[config.mk]
export PLATFORM = sky130hd
export DESIGN_NAME = seq_clock_set_ctrl
export DESIGN_NICKNAME = d
export VERILOG_FILES = /design/src/rtl/seq_clock_set_ctrl.sv
export SDC_FILE = /design/constraint.sdc
export NUM_CORES = 1
export LEC_CHECK = 0
export CAP_MARGIN = 10
export CORE_MARGIN = 1
export CORE_UTILIZATION = 35
export CTS_CLUSTER_DIAMETER = 120
export DETAILED_ROUTE_END_ITERATION = 7
export HOLD_SLACK_MARGIN = 0.05
export REMOVE_ABC_BUFFERS = 1
export SYNTH_ARGS = -nofsm -noshare
export SYNTH_HDL_FRONTEND = slang
export SYNTH_SLANG_ARGS = --single-unit
[constraint.sdc]
create_clock -name clk -period 1.8 [get_ports clk]
set_clock_uncertainty 0.15 [all_clocks]
set_input_delay 0.18 -clock clk [delete_from_list [all_inputs] [get_ports clk]]
set_output_delay 0.18 -clock clk [all_outputs]
set_load 0.05 [all_outputs]
[src/rtl/seq_clock_set_ctrl.sv]
// seq_clock_set_ctrl: minute-tick prescaler plus time-edit FSM for a 12-hour clock counter.
// Walks the user through hours, minutes and AM/PM, then loads the edited time with set_en.
module seq_clock_set_ctrl #(
  parameter int unsigned TICK_DIV     = 4,
  parameter int unsigned EDIT_TIMEOUT = 16
) (
  input  logic       clk,
  input  logic       reset,
  input  logic       btn_mode,
  input  logic       btn_inc,
  input  logic [3:0] cur_hours,
  input  logic [5:0] cur_mins,
  input  logic       cur_pm,
  output logic       tick,
  output logic       set_en,
  output logic [3:0] set_hours,
  output logic [5:0] set_mins,
  output logic       set_pm,
  output logic [1:0] edit_field
);

  localparam int unsigned PW = (TICK_DIV > 1) ? $clog2(TICK_DIV) : 1;
  localparam int unsigned TW = (EDIT_TIMEOUT > 1) ? $clog2(EDIT_TIMEOUT) : 1;
  localparam logic [PW-1:0] PRESC_MAX = PW'(TICK_DIV - 1);
  localparam logic [TW-1:0] TMO_MAX   = TW'(EDIT_TIMEOUT - 1);

  typedef enum logic [2:0] {
    RUN      = 3'd0,
    EDIT_HR  = 3'd1,
    EDIT_MIN = 3'd2,
    EDIT_PM  = 3'd3,
    COMMIT   = 3'd4
  } state_t;

  state_t        state;
  logic [PW-1:0] presc;
  logic [TW-1:0] tmo;
  logic [3:0]    hours_q;
  logic [5:0]    mins_q;
  logic          pm_q;

  // Edit FSM, tick prescaler, inactivity timer and edit registers
  always_ff @(posedge clk or posedge reset) begin
    if (reset) begin
      state   <= RUN;
      presc   <= '0;
      tmo     <= '0;
      hours_q <= 4'd12;
      mins_q  <= 6'd0;
      pm_q    <= 1'b0;
    end else begin
      case (state)
        RUN: begin
          tmo <= '0;
          if (btn_mode) begin
            hours_q <= cur_hours;
            mins_q  <= cur_mins;
            pm_q    <= cur_pm;
            presc   <= '0;
            state   <= EDIT_HR;
          end else if (presc == PRESC_MAX) begin
            presc <= '0;
          end else begin
            presc <= presc + PW'(1);
          end
        end

        EDIT_HR, EDIT_MIN, EDIT_PM: begin
          presc <= '0;
          // Any button activity restarts the inactivity window
          if (btn_mode || btn_inc) begin
            tmo <= '0;
          end else if (tmo == TMO_MAX) begin
            tmo   <= '0;
            state <= RUN;
          end else begin
            tmo <= tmo + TW'(1);
          end

          // Mode takes priority; a simultaneous inc is dropped
          if (btn_mode) begin
            case (state)
              EDIT_HR:  state <= EDIT_MIN;
              EDIT_MIN: state <= EDIT_PM;
              default:  state <= COMMIT;
            endcase
          end else if (btn_inc) begin
            case (state)
              EDIT_HR: begin
                if (hours_q == 4'd0 || hours_q >= 4'd12) hours_q <= 4'd1;
                else                                     hours_q <= hours_q + 4'd1;
              end
              EDIT_MIN: begin
                if (mins_q >= 6'd59) mins_q <= 6'd0;
                else                 mins_q <= mins_q + 6'd1;
              end
              default: pm_q <= ~pm_q;
            endcase
          end
        end

        COMMIT: begin
          presc <= '0;
          tmo   <= '0;
          state <= RUN;
        end

        default: begin
          presc <= '0;
          tmo   <= '0;
          state <= RUN;
        end
      endcase
    end
  end

  // Strobes decoded straight from registered state
  assign tick      = (state == RUN) && (presc == PRESC_MAX);
  assign set_en    = (state == COMMIT);
  assign set_hours = hours_q;
  assign set_mins  = mins_q;
  assign set_pm    = pm_q;

  // Field indicator for the display
  always_comb begin
    edit_field = 2'd0;
    case (state)
      EDIT_HR:  edit_field = 2'd1;
      EDIT_MIN: edit_field = 2'd2;
      EDIT_PM:  edit_field = 2'd3;
      default:  edit_field = 2'd0;
    endcase
  end

endmodule

# ---- Word-level counts from Yosys, hierarchy flattened
# Index checks and enable logic that the tools add are counted.
dict set report totals {
  ff_bits 20
  word_cells 69
}
dict set report classes {
  magnitude_cmp 2
  n_eq_ne 14
  reduce_logical 12
  n_mux 30
  add_sub_neg 4
  bitwise_logic 1
}
# cell n
set op_table {}
lappend op_table {{4-bit two-way mux} 8}
lappend op_table {{6-bit two-way mux} 5}
lappend op_table {{5-bit AND reduction} 3}
lappend op_table {{3-bit two-way mux} 4}
lappend op_table {{2-bit inequality test, second input constant} 6}
lappend op_table {{3-bit case mux with 2 select lines} 2}
lappend op_table {{6-bit case mux with 2 select lines} 1}
lappend op_table {{4-bit by 1-bit adder with 4-bit output, second input constant} 2}
lappend op_table {{4-bit case mux with 2 select lines} 1}
lappend op_table {{6-bit by 1-bit adder with 6-bit output, second input constant} 1}
lappend op_table {{3-bit by 2-bit equality test with 1-bit output, second input constant} 2}
lappend op_table {{6-bit >= comparator, second input constant} 1}
lappend op_table {{2-bit two-way mux} 3}
lappend op_table {{3-bit inequality test, second input constant} 2}
lappend op_table {{2-bit case mux with 3 select lines} 1}
lappend op_table {{4-bit equality test, second input constant} 1}
lappend op_table {{4-bit >= comparator, second input constant} 1}
lappend op_table {{4-bit logical NOT} 1}
lappend op_table {{1-bit two-way mux} 4}
lappend op_table {{3-bit by 1-bit equality test with 1-bit output, second input constant} 1}
lappend op_table {{3-bit equality test, second input constant} 1}
lappend op_table {{3-bit logical NOT} 1}
lappend op_table {{3-bit AND reduction} 1}
lappend op_table {{3-bit OR reduction} 1}
lappend op_table {{other kinds (8)} 9}

# ---- Logic depth before layout (Yosys ltp)
# Gate-level depths: netlist of run 1.
dict set report logic_depth {
  ltp_word 7
  depth_mapped 6
  ltp_nobuf 6
}

# ---- Worst setup path before layout of run 1
# Ideal clock, no wire load.
dict set report synth_path {
  path_type {register to output}
  start {register state[2]}
  end {output tick}
  path_slack_ns -0.731
  arrival_time_ns 2.201
  path_stages_with_launch 3
  cell_sequence {dfrtp_1 -> buf_2 -> nor4b_1}
}
dict set report synth_between {
  elab_chain_len 2
}
# element line_no
set synth_rtl {}
lappend synth_rtl {{start: declaration} 35} ;# state_t state;
lappend synth_rtl {{start signal: assignment} 45} ;# state <= RUN;
lappend synth_rtl {{start signal: assignment} 60} ;# state <= EDIT_HR;
lappend synth_rtl {{start signal: assignment} 75} ;# state <= RUN;
lappend synth_rtl {{3-bit logical NOT} 118} ;# assign tick = (state == RUN) && (presc == PRESC_MAX);
lappend synth_rtl {{1-bit logical AND} 118}
lappend synth_rtl {{end: declaration} 14} ;# output logic tick,
# Every way passes these cells.

# ---- Final worst setup path of run 1
dict set report layout_path {
  start {register state[0]}
  end {output tick}
}
# The elaborated chain is that of the path after synthesis.

==> flow_summary.toml, run 1 <==
[global_route]
grt_usage_pct = 15.90
grt_pass1_vias = 1005
grt_max_degree = 15
grt-ovfl-total = 0
grt_pass1_wl_mm = 4.409
antenna_found_initial = 0

[placed_design]
place_congestion = 0.8087
hpwl_mm = 1.972
io_buffers = 29
dp_cells = 210

[setup_path]
arrival_ns = 1.38
worstPathMaxFanout = 6
reg2reg_from = "state[2]"
r2r_cells = 5
timing_worst_setup_path_type = "reg2out"
critical_path.endpoint_type = "output pin"
timing.rr.end = "set_hours[0]"
critPathLaunch = "state[0]"
crit_required_ns = 1.47
endpoint = "tick"
startpoint_type = "flop"
reg2reg_slack_ns = 0.15

[cells_and_area]
syn_to_final_growth_pct = 41.20
drive_gt1_share_pct = 24.12
fillerInstances = 299
layout.area.seq_sq_um = 504.2
layout_commonest_cell = "buf_4"
layout_common_cells = "buf_4 (22), dfrtp_1 (17), a21oi_1 (16)"
final_cell_count_no_fill = 214
nets = 192
diodes = 0
multi_input_area_sq_um = 623.1

[sta]
max_freq_ghz = 0.5862
hold_viol = 0
setup_viol = 0
final.min_clock_period_ns = 1.706
fin_tns_setup_ns = 0
slew_headroom_pct = 75.81
fin_crit_sh_pct = 94.77
maxSlewViolCount = 0
worst_pin_slew_ns = 0.3607
rsz0062_at_grt = "no"
fin_hold_ws_ns = 0.2942

[cts]
cts_setup_buffers = 0
cts.reportedPaths.clkPinSlew_ns = 0.11
cts_made_buffers = 3
cts_num_sinks = 20
ctsHtreeMaxLevel = 1
clk_latency_ns = 0.30
cts_tree = "built"
root_buffer = "clkbuf_4"
cts_buffer_depth = 2

[floorplanning]
initial_core_util_pct = 37.86
die_area_sq_um = 3648
die_h_microns = 60.40
fp-row-count = 20
chipWidth_microns = 60.40
core_area_sq_um = 3153
ios = 30

[min_path]
hold_path_class = "reg2reg"

[synthesis]
yosysTopAreaCellShare_pct = 37.74
synthTopCellsByArea = "dfrtp_1 (38%), a21oi_1 (6.7%), ha_1 (5.2%)"
synth_ff_type = "dfrtp_1"
async_flop_share_pct = 100.0
syn_area_sq_um = 1194
yosysTopAreaCell = "dfrtp_1"
synth_edf_count = 0
synthDistinctLibCells = 45
synth_area_per_cell_sq_um = 9.112
ys_seq_area_share_pct = 42.14
synth-seq-cells = 20
netlist_instances = 131
yosys_warnings = 0

[pwr]
vdd_drop_max_mv = 0.9514
power_density_nw_per_um2 = 1668
power.leakage_nw = 0.7355

[route]
wl_per_cell_microns = 12.06
drtIter0Drc = 30
drc = 0
vias = 1082
ant_nets = 0
post_drt_via_cell_ratio = 5.056
routed_wl_mm = 2.581
firstDrtPassIters = 4

[job]
drv_cap = 0

[status]
status = "complete, no violations"
synthesized netlist by cell type (2+ instances only):
master and instances:
buf_4 2, inv_1 12, nand3_1 4, nor3_1 5, nor4b_1 2, nand2_1 5, dfstp_2 2, nor2_1 7
o22ai_1 2, a21oi_1 16, nor3b_1 4, ha_1 5, o21ai_0 5, buf_2 4, dfrtp_1 18, nor2b_1 3
o21ai_1 5, nand4b_1 2, a31oi_1 2
per-layer routing:
metal | GRT usage (%) | part of all wire (%) | up-vias
met5 | 0 | 0 | -
met4 | 5.316 | 1.1 | 0
met3 | 2.985 | 4.6 | 4
met2 | 24.80 | 46 | 21
met1 | 22.13 | 49 | 498
li1 | - | - | 559
cell families (layout without fill, tap and decap cells):
kind of cell,count (synthesis),in the layout,synth area share [%]
and+or+nand+nor,42,42,20.86
adders and majority gates,5,5,5.241
xor gates and xnor gates,1,1,0.7339
buffers and inverters,19,58,7.651
AOI/OAI and AO/OA,44,44,23.38
DFF,20,20,42.14
final cells by class:
cell class | instances | share of cell area [%]
multi-input combinational | 92 | 36.97
sequential | 20 | 29.92
timing repair buffer | 43 | 25.84
tap | 44 | 3.267
inverter | 12 | 2.673
clock buffer | 3 | 1.336
flip-flops by register name, indices dropped and copies added, names as in the netlist:
| register | cells |
|---|---|
| tmo | 4 |
| presc | 2 |
| set_mins | 6 |
| state | 3 |
| set_hours | 4 |
| set_pm | 1 |
power by group:
part,internal [mW],switching (mW),leakage [nW]
logic,0.724,1.04,0.475
clock network,0.0780,0.137,0.0138
registers,0.619,0.207,0.246
critical path: stages, from the launching register on:
cell	delay, ns
dfrtp_1	0.45
buf_4	0.19
nor4b_4	0.27
buf_12	0.18
repair_timing:
item,in CTS,in global routing
hold buffers,1,0
hold endpoints to repair,6,0
setup endpoints to repair,1,4
gates resized for setup,1,4
worst min path at each step:
stage / from / end / slack (ns) / cells after the start
2_1_floorplan: reset / presc[0] / -0.008 / 1
3_3_place_gp: reset / tmo[2] / 0.27 / 2
3_5_place_dp: reset / tmo[1] / 0.28 / 2
4_1_cts: cur_hours[2] / set_hours[2] / 0.30 / 3
5_1_grt: cur_hours[3] / set_hours[3] / 0.30 / 3
6_report: presc[0] / presc[0] / 0.29 / 1
per-stage QoR:
step                cell area [sq um]  power, mW  setup WS (ns)  utilization (%)
detailed placement               1628      2.580        -0.1279            51.63
CTS                              1667      2.809       0.008269            52.86
floorplan                        1147      1.889        -0.6897                -
global route                     1685      3.028        0.01976            53.45
finish                           1685      2.810        0.09422            53.45
global placement                 1628      2.552       -0.09534            51.63
(Power assumes the default switching activity.)
==> run 2, diff against run 1 <==
- CORE_UTILIZATION: 35 -> 48
- PLACE_DENSITY: not set -> 0.78
==> run 2 against run 1 <==
Compared with the run above:
- register-to-register slack worse by 0.04 ns
- final cell count is 8.9% lower
- clock power grew 24%
- routed wire length increased by 5.2%
- final area fell by 1.9%
- core utilization up 19 points
- via count up 3.0%
- largest cell class unchanged
==> flow_summary.toml, run 2 (synthesis gave the netlist of run 1 again) <==
[pwr]
totalPowerFinal_mw = 2.842
p_int_mw = 1.427
vdd_drop_max_mv = 1.213
clkPwrFrac_pct = 9.4
power.leakage_nw = 0.7238
p_switching_mw = 1.415
swShare_pct = 49.78
power.share.combinational_pct = 61.2
power_density_nw_per_um2 = 1718
p_seq_share_pct = 29.4

[global_route]
grt-ovfl-total = 0
grt_pass1_wl_mm = 4.574
grt_pass1_vias = 1063
grt_usage_pct = 22.78
antenna_found_initial = 0
grt_max_degree = 21

[route]
wl_per_cell_microns = 13.93
firstDrtPassIters = 4
post_drt_via_cell_ratio = 5.713
drtIter0Drc = 18
routed_wl_mm = 2.716
ant_nets = 0
vias = 1114
drc = 0

[min_path]
hold_path_class = "in2reg"

[cts]
clk_latency_ns = 0.30
cts.reportedPaths.clkPinSlew_ns = 0.12
cts_made_buffers = 3
root_buffer = "clkbuf_4"
cts_buffer_depth = 2
cts_num_sinks = 20
cts_setup_buffers = 0
ctsHtreeMaxLevel = 1
cts_tree = "built"

[job]
drv_cap = 0

[placed_design]
io_buffers = 29
hpwl_mm = 1.995
place_congestion = 0.8409
place_area_sq_um = 1578

[sta]
fin_hold_ws_ns = 0.3113
setup_viol = 0
slew_headroom_pct = 80.00
hold_viol = 0
maxSlewViolCount = 0
fin_crit_sh_pct = 96.77
worst_pin_slew_ns = 0.2958
final.min_clock_period_ns = 1.742
fin_tns_setup_ns = 0
max_freq_ghz = 0.5741
rsz0062_at_grt = "no"

[floorplanning]
die_h_microns = 51.87
initial_core_util_pct = 52.45
die_area_sq_um = 2690
ios = 30
core_area_sq_um = 2276
fp-row-count = 17
chipWidth_microns = 51.87

[cells_and_area]
fillerInstances = 179
final_core_utilization_pct = 72.68
final_area_sq_um = 1654
drive_gt1_share_pct = 23.35
diodes = 0
largest_reg_flops = 6
nets = 188
layout_commonest_cell = "buf_4"
syn_to_final_growth_pct = 38.57
layout_common_cells = "buf_4 (18), dfrtp_1 (17), a21oi_1 (16)"

[setup_path]
arrival_ns = 1.41
crit_required_ns = 1.47
startpoint_type = "flop"
critical_path.endpoint_type = "output pin"
worstPathMaxFanout = 8
timing_worst_setup_path_type = "reg2out"

[status]
status = "complete, no violations"
-- run 2: through the flow --
stage | cells | setup WS (ns)
2_1_floorplan | 124 | -0.6897
3_3_place_gp | 190 | -0.01817
3_5_place_dp | 190 | -0.05782
4_1_cts | 195 | 0.01561
5_1_grt | 195 | 0.002333
6_report | 195 | 0.05809
-- run 2: cell type report --
cell class | count | area [sq um] | share of cell area [%]
inverter | 12 | 45.04 | 2.723
tap | 28 | 35.03 | 2.118
timing repair buffer | 39 | 405.4 | 24.51
multi-input combinational | 92 | 628.1 | 37.97
sequential | 20 | 504.2 | 30.48
clock buffer | 4 | 36.28 | 2.194
-- run 2: repair_timing --
| item | 4_1_cts | 5_1_grt |
|---|---|---|
| endpoints found under the hold margin | 18 | 0 |
| endpoints found under the setup margin | 2 | 3 |
| hold buffers | 1 | 0 |
| resized for setup | 2 | 4 |
-- run 2: routing by layer --
metal	global-route usage, %	wire length [microns]	share of wire [%]	vias to the layer above
met5	0	0	0	-
met4	8.108	16	0.59	0
met3	2.632	106	3.9	2
met2	38.89	1331	49	31
met1	29.42	1262	46	534
li1	-	-	-	547
-- run 2: critical path, stage by stage (launching register included) --
cell,delay (ns)
dfrtp_1,0.47
buf_4,0.20
nor4b_4,0.26
buf_12,0.18
-- run 2: path summary, 6_finish.rpt --
check                           cells past startpoint           end  slack (ns)          from
worst max-delay path                                3          tick        0.06      state[0]
worst min-delay path                                3  set_hours[2]        0.31  cur_hours[2]
worst max register to register                      5   set_mins[0]        0.11   set_mins[1]
worst min register to register                      1      presc[0]        0.31      presc[0]
max in group asynchronous                           4  set_hours[2]        0.64         reset
min in group asynchronous                           4        tmo[1]        0.59         reset
-- run 2: power by group through the flow --
stage / combinational (mW) / clock (mW) / sequential (mW)
global route: 1.88 / 0.289 / 0.869
global placement: 1.66 / 0 / 0.820
detailed placement: 1.71 / 0 / 0.830
CTS: 1.72 / 0.278 / 0.824
floorplan: 0.668 / 0 / 1.22
finish: 1.74 / 0.266 / 0.836
==> run 3, diff against run 2 <==
- CORE_UTILIZATION: 48 -> 30
- PLACE_DENSITY: 0.78 -> not set
- REMOVE_ABC_BUFFERS: 1 -> not set
==> run 3 against run 2 <==
Compared with the run above:
- power is 3.2% higher
- largest power group unchanged
- via count is 2.8% lower
- global-route usage is 8.4 points lower
==> flow_summary.toml, run 3 (synthesis gave the netlist of run 1 again) <==
[setup_path]
startpoint_type = "flop"
crit_chain = "buf_4 -> nor4b_2 -> buf_12"
arrival_ns = 1.39
cp_slowest_cell = "dfrtp_1"
r2r_cells = 5
reg2reg_from = "state[0]"
critical_path.endpoint_type = "output pin"
crit_required_ns = 1.47
timing_worst_setup_path_type = "reg2out"
critPathLaunch = "state[0]"
timing.rr.end = "set_hours[1]"
worstPathMaxFanout = 9
slowest_delay_ns = 0.44
reg2reg_slack_ns = 0.15

[sta]
final.min_clock_period_ns = 1.725
setup_viol = 0
hold_viol = 0
maxSlewViolCount = 0
slew_headroom_pct = 74.56
rsz0062_at_grt = "no"
fin_crit_sh_pct = 95.83
worst_pin_slew_ns = 0.3793
max_freq_ghz = 0.5798

[cts]
clk_latency_ns = 0.26
cts.reportedPaths.clkPinSlew_ns = 0.07
cts_setup_buffers = 0
cts-resized-gates = 0
cts_buffer_depth = 2
postCtsHoldBufs = 0
cts_num_sinks = 20
root_buffer = "clkbuf_8"
ctsHtreeMaxLevel = 1
cts_made_buffers = 3
cts_tree = "built"

[synthesis]
synth_nets = 151

[placed_design]
io_buffers = 29
place_area_sq_um = 1634
place_congestion = 0.7600
hpwl_mm = 2.078

[pwr]
p_switching_mw = 1.396
p_seq_share_pct = 28.3
swShare_pct = 47.60
clkPwrFrac_pct = 11.5
power_density_nw_per_um2 = 1726
power.share.combinational_pct = 60.2
p_int_mw = 1.537
power.leakage_nw = 0.7341
vdd_drop_max_mv = 0.6560

[min_path]
hold_path_class = "in2async"

[cells_and_area]
syn_to_final_growth_pct = 42.35
drive_gt1_share_pct = 26.19
nets = 189
largest_reg_flops = 6
final_area_sq_um = 1699
final_core_utilization_pct = 45.39
diodes = 0
layout_common_cells = "buf_4 (20), a21oi_1 (16), clkdlybuf4s50_1 (14), dfrtp_1 (14), inv_1 (12)"
layout_commonest_cell = "buf_4"

[global_route]
antenna_found_initial = 0
grt-ovfl-total = 0
grt_pass1_wl_mm = 4.774
grt_max_degree = 21
grt_pass1_vias = 1102
grt_usage_pct = 14.36

[route]
drtIter0Drc = 19
wl_per_cell_microns = 12.70
ant_nets = 0
vias = 1083
drc = 0
routed_wl_mm = 2.744
firstDrtPassIters = 5
post_drt_via_cell_ratio = 5.014

[floorplanning]
die_area_sq_um = 4235
chipWidth_microns = 65.08
core_area_sq_um = 3744
die_h_microns = 65.08
initial_core_util_pct = 31.89
fp-row-count = 22
ios = 30

[job]
drv_cap = 0

[status]
status = "complete, no violations"
-- run 3: changes by cell type in the layout (fill, tap and decap cells not counted), moves of 2 or more --
cell | before | now
dfrtp_2 | 1 | 4
clkbuf_4 | 3 | 0
clkbuf_8 | 1 | 4
buf_4 | 18 | 20
dfrtp_1 | 17 | 14
nor4b_2 | 0 | 2
-- run 3: final cells by class --
cell class | count | area (sq um)
well taps | 48 | 60.06
inverters | 12 | 45.04
fillers | 390 | 2044
repair buffers | 40 | 410.4
multi-input cells | 92 | 620.6
clock buffers | 4 | 55.05
flip-flops and latches | 20 | 508.0
-- run 3: critical path: cells and delay by family (launching register included) --
kind / cells / cell delay (ns)
flops: 1 / 0.44
buf+inv: 2 / 0.37
simple gates: 1 / 0.32
-- run 3: per-stage QoR --
| stage | worst slack, ns | TNS, ns | total power, mW | hold WS (ns) | cells |
|---|---|---|---|---|---|
| 5_1_grt | 0.01031 | 0 | 3.149 | 0.1277 | 216 |
| 2_1_floorplan | -0.03631 | -0.03631 | 1.977 | -0.007932 | 131 |
| 6_report | 0.07514 | 0 | 2.933 | 0.09155 | 216 |
| 3_3_place_gp | -0.09478 | -0.1571 | 2.561 | 0.2746 | 212 |
| 4_1_cts | 0.06281 | 0 | 2.951 | 0.09369 | 216 |
| 3_5_place_dp | -0.1364 | -0.3243 | 2.598 | 0.2830 | 212 |
-- run 3: metal layers --
metal	share of wire (%)	GRT usage [%]
met1	42	15.56
met2	55	27.86
met3	3.0	3.345
met4	0.36	2.989
met5	0	0
-- run 3: power by group through the flow --
| stage | clock, mW | combinational [mW] | sequential [mW] |
|---|---|---|---|
| finish | 0.337 | 1.76 | 0.831 |
| global route | 0.369 | 1.92 | 0.863 |
| CTS | 0.356 | 1.77 | 0.828 |
| detailed placement | 0 | 1.76 | 0.837 |
| global placement | 0 | 1.73 | 0.826 |
| floorplan | 0 | 0.777 | 1.20 |
-- run 3: how the worst max path moves through the flow --
stage / depth (start not counted) / end / slack, ns
2_1_floorplan: 2 / tick / -0.04
5_1_grt: 3 / tick / 0.01
4_1_cts: 3 / tick / 0.06
3_5_place_dp: 5 / set_hours[1] / -0.14
3_3_place_gp: 5 / set_hours[1] / -0.09
6_report: 3 / tick / 0.08
